`config.mk`:
```
export PLATFORM = sky130hd
export DESIGN_NAME = strip_id_selector_flat
export DESIGN_NICKNAME = d
export VERILOG_FILES = /design/src/rtl/strip_id_selector_if.sv /design/src/rtl/strip_id_selector.sv /design/src/flat_wrapper.sv
export SDC_FILE = /design/constraint.sdc
export NUM_CORES = 1
export LEC_CHECK = 0
export CAP_MARGIN = 20
export CORE_ASPECT_RATIO = 0.8
export CORE_UTILIZATION = 55
export DETAILED_ROUTE_END_ITERATION = 8
export MAX_ROUTING_LAYER = met4
export PLACE_DENSITY_LB_ADDON = 0.3
export SLEW_MARGIN = 20
export SYNTH_ARGS = -nofsm -noshare
export SYNTH_HDL_FRONTEND = slang
export SYNTH_SLANG_ARGS = --single-unit
```
`constraint.sdc`:
```
create_clock -name clk -period 7.3 [get_ports clk]
set_input_delay 2.19 -clock clk [delete_from_list [all_inputs] [get_ports clk]]
set_output_delay 2.19 -clock clk [all_outputs]
set_load 0.05 [all_outputs]
```
`src/rtl/strip_id_selector_if.sv`:
```
// Bus bundle for strip_id_selector: request, candidate offer, allocator verdict,
// result and table-programming signals. clk/rst_n stay outside the bundle.
interface strip_id_selector_if #(
    parameter int ID_W    = 4,
    parameter int H_W     = 5,
    parameter int RANK_W  = 2,
    parameter int ADDR_W  = 4,
    parameter int ENTRY_W = 12
);
    logic               req_valid;
    logic               req_ready;
    logic [H_W-1:0]     req_height;
    logic               cand_valid;
    logic               cand_ready;
    logic [ID_W-1:0]    cand_id;
    logic [RANK_W-1:0]  cand_rank;
    logic               fb_valid;
    logic               fb_accept;
    logic               done_valid;
    logic [ID_W-1:0]    done_id;
    logic               done_fail;
    logic               busy;
    logic               cfg_we;
    logic [ADDR_W-1:0]  cfg_addr;
    logic [ENTRY_W-1:0] cfg_data;

    modport slave (
        input  req_valid, req_height, cand_ready, fb_valid, fb_accept,
               cfg_we, cfg_addr, cfg_data,
        output req_ready, cand_valid, cand_id, cand_rank,
               done_valid, done_id, done_fail, busy
    );

    modport master (
        output req_valid, req_height, cand_ready, fb_valid, fb_accept,
               cfg_we, cfg_addr, cfg_data,
        input  req_ready, cand_valid, cand_id, cand_rank,
               done_valid, done_id, done_fail, busy
    );
endinterface

```
`src/rtl/strip_id_selector.sv`:
```
// Height-to-strip-ID lookup: a programmable table of prioritised candidates per height,
// offered one at a time to the strip allocator until one is accepted or all are rejected.
module strip_id_selector #(
    parameter int ID_W     = 4,
    parameter int NUM_CAND = 3,
    parameter int DEPTH    = 10,
    parameter int H_W      = 5,
    parameter int H_MIN    = 4,
    parameter logic [ID_W-1:0] INVALID_ID = 4'hD,
    parameter logic [DEPTH*NUM_CAND*ID_W-1:0] INIT_TABLE = {
        12'hABC, 12'h8DD, 12'h68D, 12'h46D, 12'h24D,
        12'h012, 12'h301, 12'h53D, 12'h75D, 12'h97D}
) (
    input  logic               clk,
    input  logic               rst_n,
    strip_id_selector_if.slave bus
);
    localparam int ENTRY_W = NUM_CAND * ID_W;
    localparam int RANK_W  = (NUM_CAND > 1) ? $clog2(NUM_CAND) : 1;
    localparam int ADDR_W  = (DEPTH > 1) ? $clog2(DEPTH) : 1;

    typedef enum logic [2:0] {S_IDLE, S_LOOKUP, S_OFFER, S_WAIT_FB, S_DONE} state_t;

    state_t              state_q, state_d;
    logic [H_W-1:0]      height_q, height_d;
    logic [ENTRY_W-1:0]  entry_q, entry_d;
    logic [NUM_CAND-1:0] mask_q, mask_d;
    logic                cand_valid_q, cand_valid_d;
    logic [ID_W-1:0]     cand_id_q, cand_id_d;
    logic [RANK_W-1:0]   cand_rank_q, cand_rank_d;
    logic                done_valid_q, done_valid_d;
    logic [ID_W-1:0]     done_id_q, done_id_d;
    logic                done_fail_q, done_fail_d;

    logic [ENTRY_W-1:0]  table_q [DEPTH];

    // Table is reloaded from INIT_TABLE by reset; out-of-range writes are dropped.
    always_ff @(posedge clk or negedge rst_n) begin
        if (!rst_n) begin
            for (int i = 0; i < DEPTH; i++) table_q[i] <= INIT_TABLE[i*ENTRY_W +: ENTRY_W];
        end else if (bus.cfg_we && (int'(bus.cfg_addr) < DEPTH)) begin
            table_q[bus.cfg_addr] <= bus.cfg_data;
        end
    end

    logic [H_W-1:0]      h_off;
    logic                height_low;
    logic [ADDR_W-1:0]   lookup_idx;
    logic [ENTRY_W-1:0]  lookup_entry;
    logic [NUM_CAND-1:0] lookup_mask;

    always_comb begin
        h_off      = height_q - H_W'(H_MIN);
        height_low = (height_q < H_W'(H_MIN));
        if (height_low)                             lookup_idx = '0;
        else if (height_q > H_W'(H_MIN + DEPTH - 1)) lookup_idx = ADDR_W'(DEPTH - 1);
        else                                        lookup_idx = ADDR_W'(h_off);
        lookup_entry = table_q[lookup_idx];
        for (int i = 0; i < NUM_CAND; i++)
            lookup_mask[i] = (lookup_entry[(NUM_CAND-1-i)*ID_W +: ID_W] != INVALID_ID);
    end

    logic [NUM_CAND-1:0] reject_mask;
    always_comb begin
        for (int i = 0; i < NUM_CAND; i++)
            reject_mask[i] = mask_q[i] && (cand_rank_q != RANK_W'(i));
    end

    // Next offer comes from the freshly looked-up entry or from the post-reject mask.
    logic [NUM_CAND-1:0] src_mask;
    logic [ENTRY_W-1:0]  src_entry;
    logic [RANK_W-1:0]   enc_rank;
    logic [ID_W-1:0]     enc_id;

    always_comb begin
        src_mask  = (state_q == S_LOOKUP) ? lookup_mask  : reject_mask;
        src_entry = (state_q == S_LOOKUP) ? lookup_entry : entry_q;
        enc_rank  = '0;
        enc_id    = src_entry[ENTRY_W-1 -: ID_W];
        for (int i = NUM_CAND - 1; i >= 0; i--) begin
            if (src_mask[i]) begin
                enc_rank = RANK_W'(i);
                enc_id   = src_entry[(NUM_CAND-1-i)*ID_W +: ID_W];
            end
        end
    end

    always_comb begin
        state_d      = state_q;
        height_d     = height_q;
        entry_d      = entry_q;
        mask_d       = mask_q;
        cand_valid_d = cand_valid_q;
        cand_id_d    = cand_id_q;
        cand_rank_d  = cand_rank_q;
        done_valid_d = 1'b0;
        done_id_d    = done_id_q;
        done_fail_d  = done_fail_q;
        case (state_q)
            S_IDLE: begin
                if (bus.req_valid) begin
                    height_d = bus.req_height;
                    state_d  = S_LOOKUP;
                end
            end
            S_LOOKUP: begin
                entry_d = lookup_entry;
                mask_d  = height_low ? '0 : lookup_mask;
                if (height_low || (lookup_mask == '0)) begin
                    state_d      = S_DONE;
                    done_valid_d = 1'b1;
                    done_id_d    = INVALID_ID;
                    done_fail_d  = 1'b1;
                end else begin
                    state_d      = S_OFFER;
                    cand_valid_d = 1'b1;
                    cand_id_d    = enc_id;
                    cand_rank_d  = enc_rank;
                end
            end
            S_OFFER: begin
                if (bus.cand_ready) begin
                    cand_valid_d = 1'b0;
                    state_d      = S_WAIT_FB;
                end
            end
            S_WAIT_FB: begin
                if (bus.fb_valid) begin
                    if (bus.fb_accept) begin
                        state_d      = S_DONE;
                        done_valid_d = 1'b1;
                        done_id_d    = cand_id_q;
                        done_fail_d  = 1'b0;
                    end else begin
                        mask_d = reject_mask;
                        if (reject_mask != '0) begin
                            state_d      = S_OFFER;
                            cand_valid_d = 1'b1;
                            cand_id_d    = enc_id;
                            cand_rank_d  = enc_rank;
                        end else begin
                            state_d      = S_DONE;
                            done_valid_d = 1'b1;
                            done_id_d    = INVALID_ID;
                            done_fail_d  = 1'b1;
                        end
                    end
                end
            end
            S_DONE:  state_d = S_IDLE;
            default: state_d = S_IDLE;
        endcase
    end

    always_ff @(posedge clk or negedge rst_n) begin
        if (!rst_n) begin
            state_q      <= S_IDLE;
            height_q     <= '0;
            entry_q      <= '0;
            mask_q       <= '0;
            cand_valid_q <= 1'b0;
            cand_id_q    <= '0;
            cand_rank_q  <= '0;
            done_valid_q <= 1'b0;
            done_id_q    <= INVALID_ID;
            done_fail_q  <= 1'b0;
        end else begin
            state_q      <= state_d;
            height_q     <= height_d;
            entry_q      <= entry_d;
            mask_q       <= mask_d;
            cand_valid_q <= cand_valid_d;
            cand_id_q    <= cand_id_d;
            cand_rank_q  <= cand_rank_d;
            done_valid_q <= done_valid_d;
            done_id_q    <= done_id_d;
            done_fail_q  <= done_fail_d;
        end
    end

    assign bus.req_ready  = (state_q == S_IDLE);
    assign bus.busy       = (state_q != S_IDLE);
    assign bus.cand_valid = cand_valid_q;
    assign bus.cand_id    = cand_id_q;
    assign bus.cand_rank  = cand_rank_q;
    assign bus.done_valid = done_valid_q;
    assign bus.done_id    = done_id_q;
    assign bus.done_fail  = done_fail_q;
endmodule

```
`src/flat_wrapper.sv`:
```
// flat-port wrapper written by rule: the top's interface ports become plain ports
module strip_id_selector_flat 
#(
    parameter int ID_W     = 4,
    parameter int NUM_CAND = 3,
    parameter int DEPTH    = 10,
    parameter int H_W      = 5,
    parameter int H_MIN    = 4,
    parameter logic [ID_W-1:0] INVALID_ID = 4'hD,
    parameter logic [DEPTH*NUM_CAND*ID_W-1:0] INIT_TABLE = {
        12'hABC, 12'h8DD, 12'h68D, 12'h46D, 12'h24D,
        12'h012, 12'h301, 12'h53D, 12'h75D, 12'h97D}
)
  (clk, rst_n, bus_req_valid, bus_req_height, bus_cand_ready, bus_fb_valid, bus_fb_accept, bus_cfg_we, bus_cfg_addr, bus_cfg_data, bus_req_ready, bus_cand_valid, bus_cand_id, bus_cand_rank, bus_done_valid, bus_done_id, bus_done_fail, bus_busy);
  strip_id_selector_if #(.ID_W(ID_W), .H_W(H_W), .RANK_W(2), .ADDR_W(4), .ENTRY_W(12)) bus_i ();
  input  logic clk;
  input  logic rst_n;
  input wire logic [$bits(bus_i.req_valid)-1:0] bus_req_valid;
  input wire logic [$bits(bus_i.req_height)-1:0] bus_req_height;
  input wire logic [$bits(bus_i.cand_ready)-1:0] bus_cand_ready;
  input wire logic [$bits(bus_i.fb_valid)-1:0] bus_fb_valid;
  input wire logic [$bits(bus_i.fb_accept)-1:0] bus_fb_accept;
  input wire logic [$bits(bus_i.cfg_we)-1:0] bus_cfg_we;
  input wire logic [$bits(bus_i.cfg_addr)-1:0] bus_cfg_addr;
  input wire logic [$bits(bus_i.cfg_data)-1:0] bus_cfg_data;
  output wire logic [$bits(bus_i.req_ready)-1:0] bus_req_ready;
  output wire logic [$bits(bus_i.cand_valid)-1:0] bus_cand_valid;
  output wire logic [$bits(bus_i.cand_id)-1:0] bus_cand_id;
  output wire logic [$bits(bus_i.cand_rank)-1:0] bus_cand_rank;
  output wire logic [$bits(bus_i.done_valid)-1:0] bus_done_valid;
  output wire logic [$bits(bus_i.done_id)-1:0] bus_done_id;
  output wire logic [$bits(bus_i.done_fail)-1:0] bus_done_fail;
  output wire logic [$bits(bus_i.busy)-1:0] bus_busy;
  assign bus_i.req_valid = bus_req_valid;
  assign bus_i.req_height = bus_req_height;
  assign bus_i.cand_ready = bus_cand_ready;
  assign bus_i.fb_valid = bus_fb_valid;
  assign bus_i.fb_accept = bus_fb_accept;
  assign bus_i.cfg_we = bus_cfg_we;
  assign bus_i.cfg_addr = bus_cfg_addr;
  assign bus_i.cfg_data = bus_cfg_data;
  assign bus_req_ready = bus_i.req_ready;
  assign bus_cand_valid = bus_i.cand_valid;
  assign bus_cand_id = bus_i.cand_id;
  assign bus_cand_rank = bus_i.cand_rank;
  assign bus_done_valid = bus_i.done_valid;
  assign bus_done_id = bus_i.done_id;
  assign bus_done_fail = bus_i.done_fail;
  assign bus_busy = bus_i.busy;
  strip_id_selector #(.ID_W(ID_W), .NUM_CAND(NUM_CAND), .DEPTH(DEPTH), .H_W(H_W), .H_MIN(H_MIN), .INVALID_ID(INVALID_ID), .INIT_TABLE(INIT_TABLE)) u_core (.clk(clk), .rst_n(rst_n), .bus(bus_i));
endmodule
```
== After elaboration in Yosys (flattened, before gate mapping) ==
Index checks and enable logic that the tools add are counted.
Word-level totals
  bits in registers: 156
  latch bits: 0
  RAM bits: 0
  ROM bits: 0
  input bits: 28
  output and inout port bits: 15
  logic and storage cells: 122
  memories kept: 0
Cells by class
  add/subtract/negate cells: 1
  $mul: 0
  div/mod/pow operators: 0
  order comparisons: 6
  equal/unequal tests: 16
  shift operators: 0
  mux-type cells: 58
  bitwise gates (word level): 2
  reduce and logical (&&, ||, !) cells: 19
Operator list (count)
  120-bit bitwise mux: 1
  4-bit 2-to-1 mux: 13
  12-bit binary-select mux with 4-bit select: 1
  12-bit demux with 4-bit select: 1
  12-bit 2-to-1 mux: 4
  3-bit 2-to-1 mux: 10
  4-bit one-hot mux with 2 select lines: 2
  2-bit 2-to-1 mux: 7
  2-bit != test (second input constant): 7
  1-bit 2-to-1 mux: 13
  4-bit != test (second input constant): 3
  3-bit one-hot mux with 4 select lines: 1
  5-bit >= comparator (second input constant): 2
  4-bit inverter with 5-bit output: 2
  3-bit nonzero test: 3
  3-bit by 2-bit == test with 1-bit output (second input constant): 2
  3-bit zero test: 2
  3-bit one-hot mux with 2 select lines: 1
  3-bit AND reduction: 2
  6-bit AND reduction: 1
  5-bit by 4-bit greater-than comparator with 1-bit output (second input constant): 1
  1-bit logical AND: 5
  5-bit by 1-bit < comparator with 1-bit output (second input constant): 1
  5-bit by 3-bit < comparator with 1-bit output (second input constant): 1
  13 further kinds: 16

== Longest topological paths before layout ==
  word-level depth: 16
  depth in mapped cells: 12
  gate-level depth less buffers: 10

== Worst setup path after synthesis ==
No wires, ideal clock.
  kind: input port to flip-flop
  from: input port bus_cfg_we
  to: register u_core.table_q[10] (netlist bit)
  arrival time: 3530 ps
  slack: 3645 ps
  cell stages on the path: 5
  path buffers: 1
  path through: nor2b_1 > nand2_1 > nor3b_1 > clkbuf_1 > mux2_2
On the way
  word-level cells in the longest chain between the ends: 1
RTL lines
  start: declaration: RTL line flat_wrapper.sv:23  | input wire logic [$bits(bus_i.cfg_we)-1:0] bus_cfg_we;
  1-bit logical AND: RTL line strip_id_selector.sv:41  | end else if (bus.cfg_we && (int'(bus.cfg_addr) < DEPTH)) begin
  end signal: indexed assignment: RTL line strip_id_selector.sv:42  | table_q[bus.cfg_addr] <= bus.cfg_data;
  end: declaration: RTL line strip_id_selector.sv:35  | logic [ENTRY_W-1:0] table_q [DEPTH];
No other way between the ends.
A chain may end at the register's enable or synchronous reset.

== Final worst setup path ==
  from: register u_core.state_q[1]
  to: output port bus_req_ready
On the way
  word-level cells in the longest chain between the ends: 1
RTL lines
  start: declaration: RTL line strip_id_selector.sv:24  | state_t state_q, state_d;
  start signal: assignment: RTL line strip_id_selector.sv:168  | state_q <= state_d;
  3-bit zero test: RTL line strip_id_selector.sv:181  | assign bus.req_ready = (state_q == S_IDLE);
  end: declaration: RTL line flat_wrapper.sv:26  | output wire logic [$bits(bus_i.req_ready)-1:0] bus_req_ready;
No other way between the ends.

==> impl_metrics.yaml <==
grt:
  gr-usage-all-layers_pct: 29.64
  grt_pass1_wl_um: 30790
  antenna_found_initial: 0
  first_global_vias: 5510
  globalRoute.totalOverflow: 0
  grt_start_max_net_pins: 104
die:
  die_h_um: 107.7
  die-area_um2: 14450
  die_w_um: 134.1
  core_um2: 13600
  io-pin-count: 43
  initial_core_util_pct: 56.50
  placement_rows: 38
sta:
  final.min_clock_period_ps: 4376
  tns_ps: 0
  max_freq_mhz: 228.5
  rsz0062_at_grt: "no"
  report.final.hold_viol_count: 0
  fin_hold_ws_ps: 482.6
  final_max_slew_viol_count: 0
  layout_worst_path_cycle_share_pct: 59.95
  skew_ps: 8.228
  setup_viol: 0
  max-slew-margin-rel_pct: 24.21
  slew_at_the_pin_closest_to_its_max_slew_limit_ps: 1132
clock_tree:
  worst_skew_pair.late_latency_ps: 430
  clockBufferDepth: 2
  clock_tree_from_tritoncts: "built"
  clk_root_buffer_cell: "clkbuf_16"
  htree_levels: 4
  post_cts.resized_instances: 0
  cts_inserted_buffers: 17
  clock_sink_count: 156
  path_clk_slew_ps: 60
  post_cts_buffers: 0
  postCtsHoldBufs: 0
cells_and_area:
  nNetsFinal: 703
  layout-drive-gt1-share_pct: 35.95
  filler_cell_count: 1008
  multi_input_comb_area_um2: 3493
  seq_area_um2: 3981
  design_area_um2: 8861
  final_core_utilization_pct: 65.16
  area_delta_synth_final_pct: 15.34
  antennaDiodeCount: 0
drt:
  drt_first_iter_violations: 587
  detail_route.vias_per_cell: 6.386
  routed_wl_um: 19500
  wl_per_cell_um: 22.49
  detail-route-antenna-nets: 0
  drt-pass1-iter-count: 5
  drt_drc_violations_left: 0
  via_count_of_the_routed_design: 5537
synthesis:
  cell_area_after_synthesis_um2: 7682
  synth_cells: 652
  yosysWarnings: 0
  mean_instance_size_in_the_synthesized_netlist_um2: 11.78
  postSynthNetCount: 681
  ys_ff_latch: 156
  post_synth_cell_types: 71
  synth-async-reset-ratio_pct: 100.0
  synth_seq_area_share_pct: 51.82
  synth_top_flop_cell: "dfrtp_1"
  number_of_synthesized_flops_with_an_enable_pin: 0
flow_run:
  drv_cap: 0
setup_path:
  worst_setup_path_start_kind: "flop"
  critPathKind: "flop to output port"
  endpoint_kind: "output port"
  critical_path.max_fanout: 15
  critPathArrivalTime_ps: 2190
  timing.critical_path.required_ps: 5110
pwr:
  cellPowerDensity_nw_per_um2: 463.7
  vdd_ir_drop_max_uv: 247.8
  p_leak_nw: 3.547
hold_path:
  min_path_type: "flop to flop"
run_status:
  outcome: "finished, final reports clean"
placement:
  dpl-instance-area_um2: 8205
  buffer_ports.inserted: 42
  gpl.final_weighted_congestion: 0.8866
  post-dp-hpwl_um: 12750
[kinds of logic (layout without fill, tap and decap cells)]
kind of cell / after synthesis / in the layout / synth area share, %
compound gates: 135 / 135 / 13.19
mux: 146 / 146 / 21.29
flops: 156 / 156 / 51.82
xor+xnor: 2 / 2 / 0.2281
buf+inv: 56 / 91 / 3.062
fa+ha+maj: 1 / 1 / 0.1628
simple gates: 156 / 156 / 10.24
[synthesized netlist by cell type (all sizes together), types with 7 or more instances]
library cell / n / share of area (%)
nand3: 19 / 1.3
inv: 12 / 0.59
nor2b: 8 / 0.65
mux2: 129 / 19
a31oi: 7 / 0.65
nand2: 56 / 2.7
a211oi: 9 / 0.88
nand2b: 8 / 0.65
buf: 26 / 1.6
a221oi: 7 / 0.80
clkbuf: 18 / 0.88
o21ai: 25 / 1.6
nor3: 9 / 0.88
a21oi: 19 / 1.3
mux2i: 16 / 2.1
dfrtp: 94 / 31
dfstp: 62 / 21
o32ai: 13 / 1.7
nor2: 29 / 1.4
[worst max-delay path: stages, from the launching register on]
cell	delay (ps)
dfrtp_1	510
or3_1	380
inv_1	80
clkdlybuf4s50_1	790
[power by group]
| group | leakage [nW] | switching (mW) | internal, mW | total [mW] |
|---|---|---|---|---|
| registers | 1.81 | 0.228 | 1.17 | 1.40 |
| logic | 1.42 | 1.06 | 0.670 | 1.73 |
| clock network | 0.314 | 0.351 | 0.626 | 0.977 |
| total | 3.55 | 1.64 | 2.47 | 4.11 |
[area by class of cell]
cell class / instances / share of cell area [%]
Clock buffer: 22 / 5.239
Tap cell: 180 / 2.542
Clock inverter: 10 / 2.132
Multi-Input combinational cell: 440 / 39.42
Inverter: 12 / 0.5083
Timing Repair Buffer: 47 / 5.225
Sequential cell: 156 / 44.93
[path summary, 6_finish.rpt]
| check | startpoint | to | slack [ps] | cells past startpoint |
|---|---|---|---|---|
| setup / recovery | u_core.state_q[1] | bus_req_ready | 2920 | 3 |
| hold / removal | u_core.entry_q[5] | u_core.entry_q[5] | 480 | 2 |
| setup reg to reg | u_core.height_q[3] | u_core.bus.cand_id[2] | 3190 | 9 |
| hold reg to reg | u_core.entry_q[5] | u_core.entry_q[5] | 480 | 2 |
| max in group asynchronous | rst_n | u_core.table_q[103] | 4150 | 2 |
| min in group asynchronous | rst_n | u_core.state_q[0] | 1870 | 1 |
[routing by layer]
metal  GRT usage, %  routed length, µm  part of all wire [%]  vias to the layer above
met3          8.145               1479                   7.6                       27
met5              -                  0                     0                        -
met2          43.19               8812                    45                      216
met1          40.84               8948                    46                     2829
li1               -                  -                     -                     2465
met4          7.945                255                   1.3                        0
[state kept, by name, indices dropped and copies added (netlist names), 2 cells and up]
register,count
u_core.table_q,120
u_core.entry_q,12
u_core.height_q,5
u_core.bus.cand_id,4
u_core.bus.done_id,4
u_core.mask_q,3
u_core.state_q,3
u_core.bus.cand_rank,2
[through the flow]
stage	cells	setup slack, ps	power [mW]
floorplan	652	3645	2.591
global placement	834	2832	3.034
detailed placement	835	2790	3.092
CTS	867	2913	4.080
global route	867	2774	4.305
finish	867	2924	4.109
[placed cells by master (no fill, tap or decap), drive strengths merged, types with 3 or more instances in the layout]
| cell | instances |
|---|---|
| clkbuf | 22 |
| a311oi | 4 |
| a21o | 3 |
| buf | 6 |
| o21ai | 25 |
| a31oi | 7 |
| nor3 | 9 |
| o211ai | 6 |
| o22ai | 5 |
| a21boi | 3 |
| nand2b | 8 |
| a221oi | 7 |
| and2 | 4 |
| o32ai | 13 |
| clkdlybuf4s50 | 41 |
| mux2 | 129 |
| inv | 12 |
| nor2 | 29 |
| dfstp | 62 |
| mux2i | 16 |
| a21oi | 19 |
| a211oi | 9 |
| o32a | 4 |
| bufinv | 5 |
| nand3 | 19 |
| and3 | 5 |
| nor2b | 8 |
| or3 | 3 |
| o21a | 4 |
| dfrtp | 94 |
| clkinv | 4 |
| or2 | 3 |
| a32oi | 3 |
| nand2 | 56 |
| o22a | 5 |
Note: power is estimated with default switching activity, not from simulation.
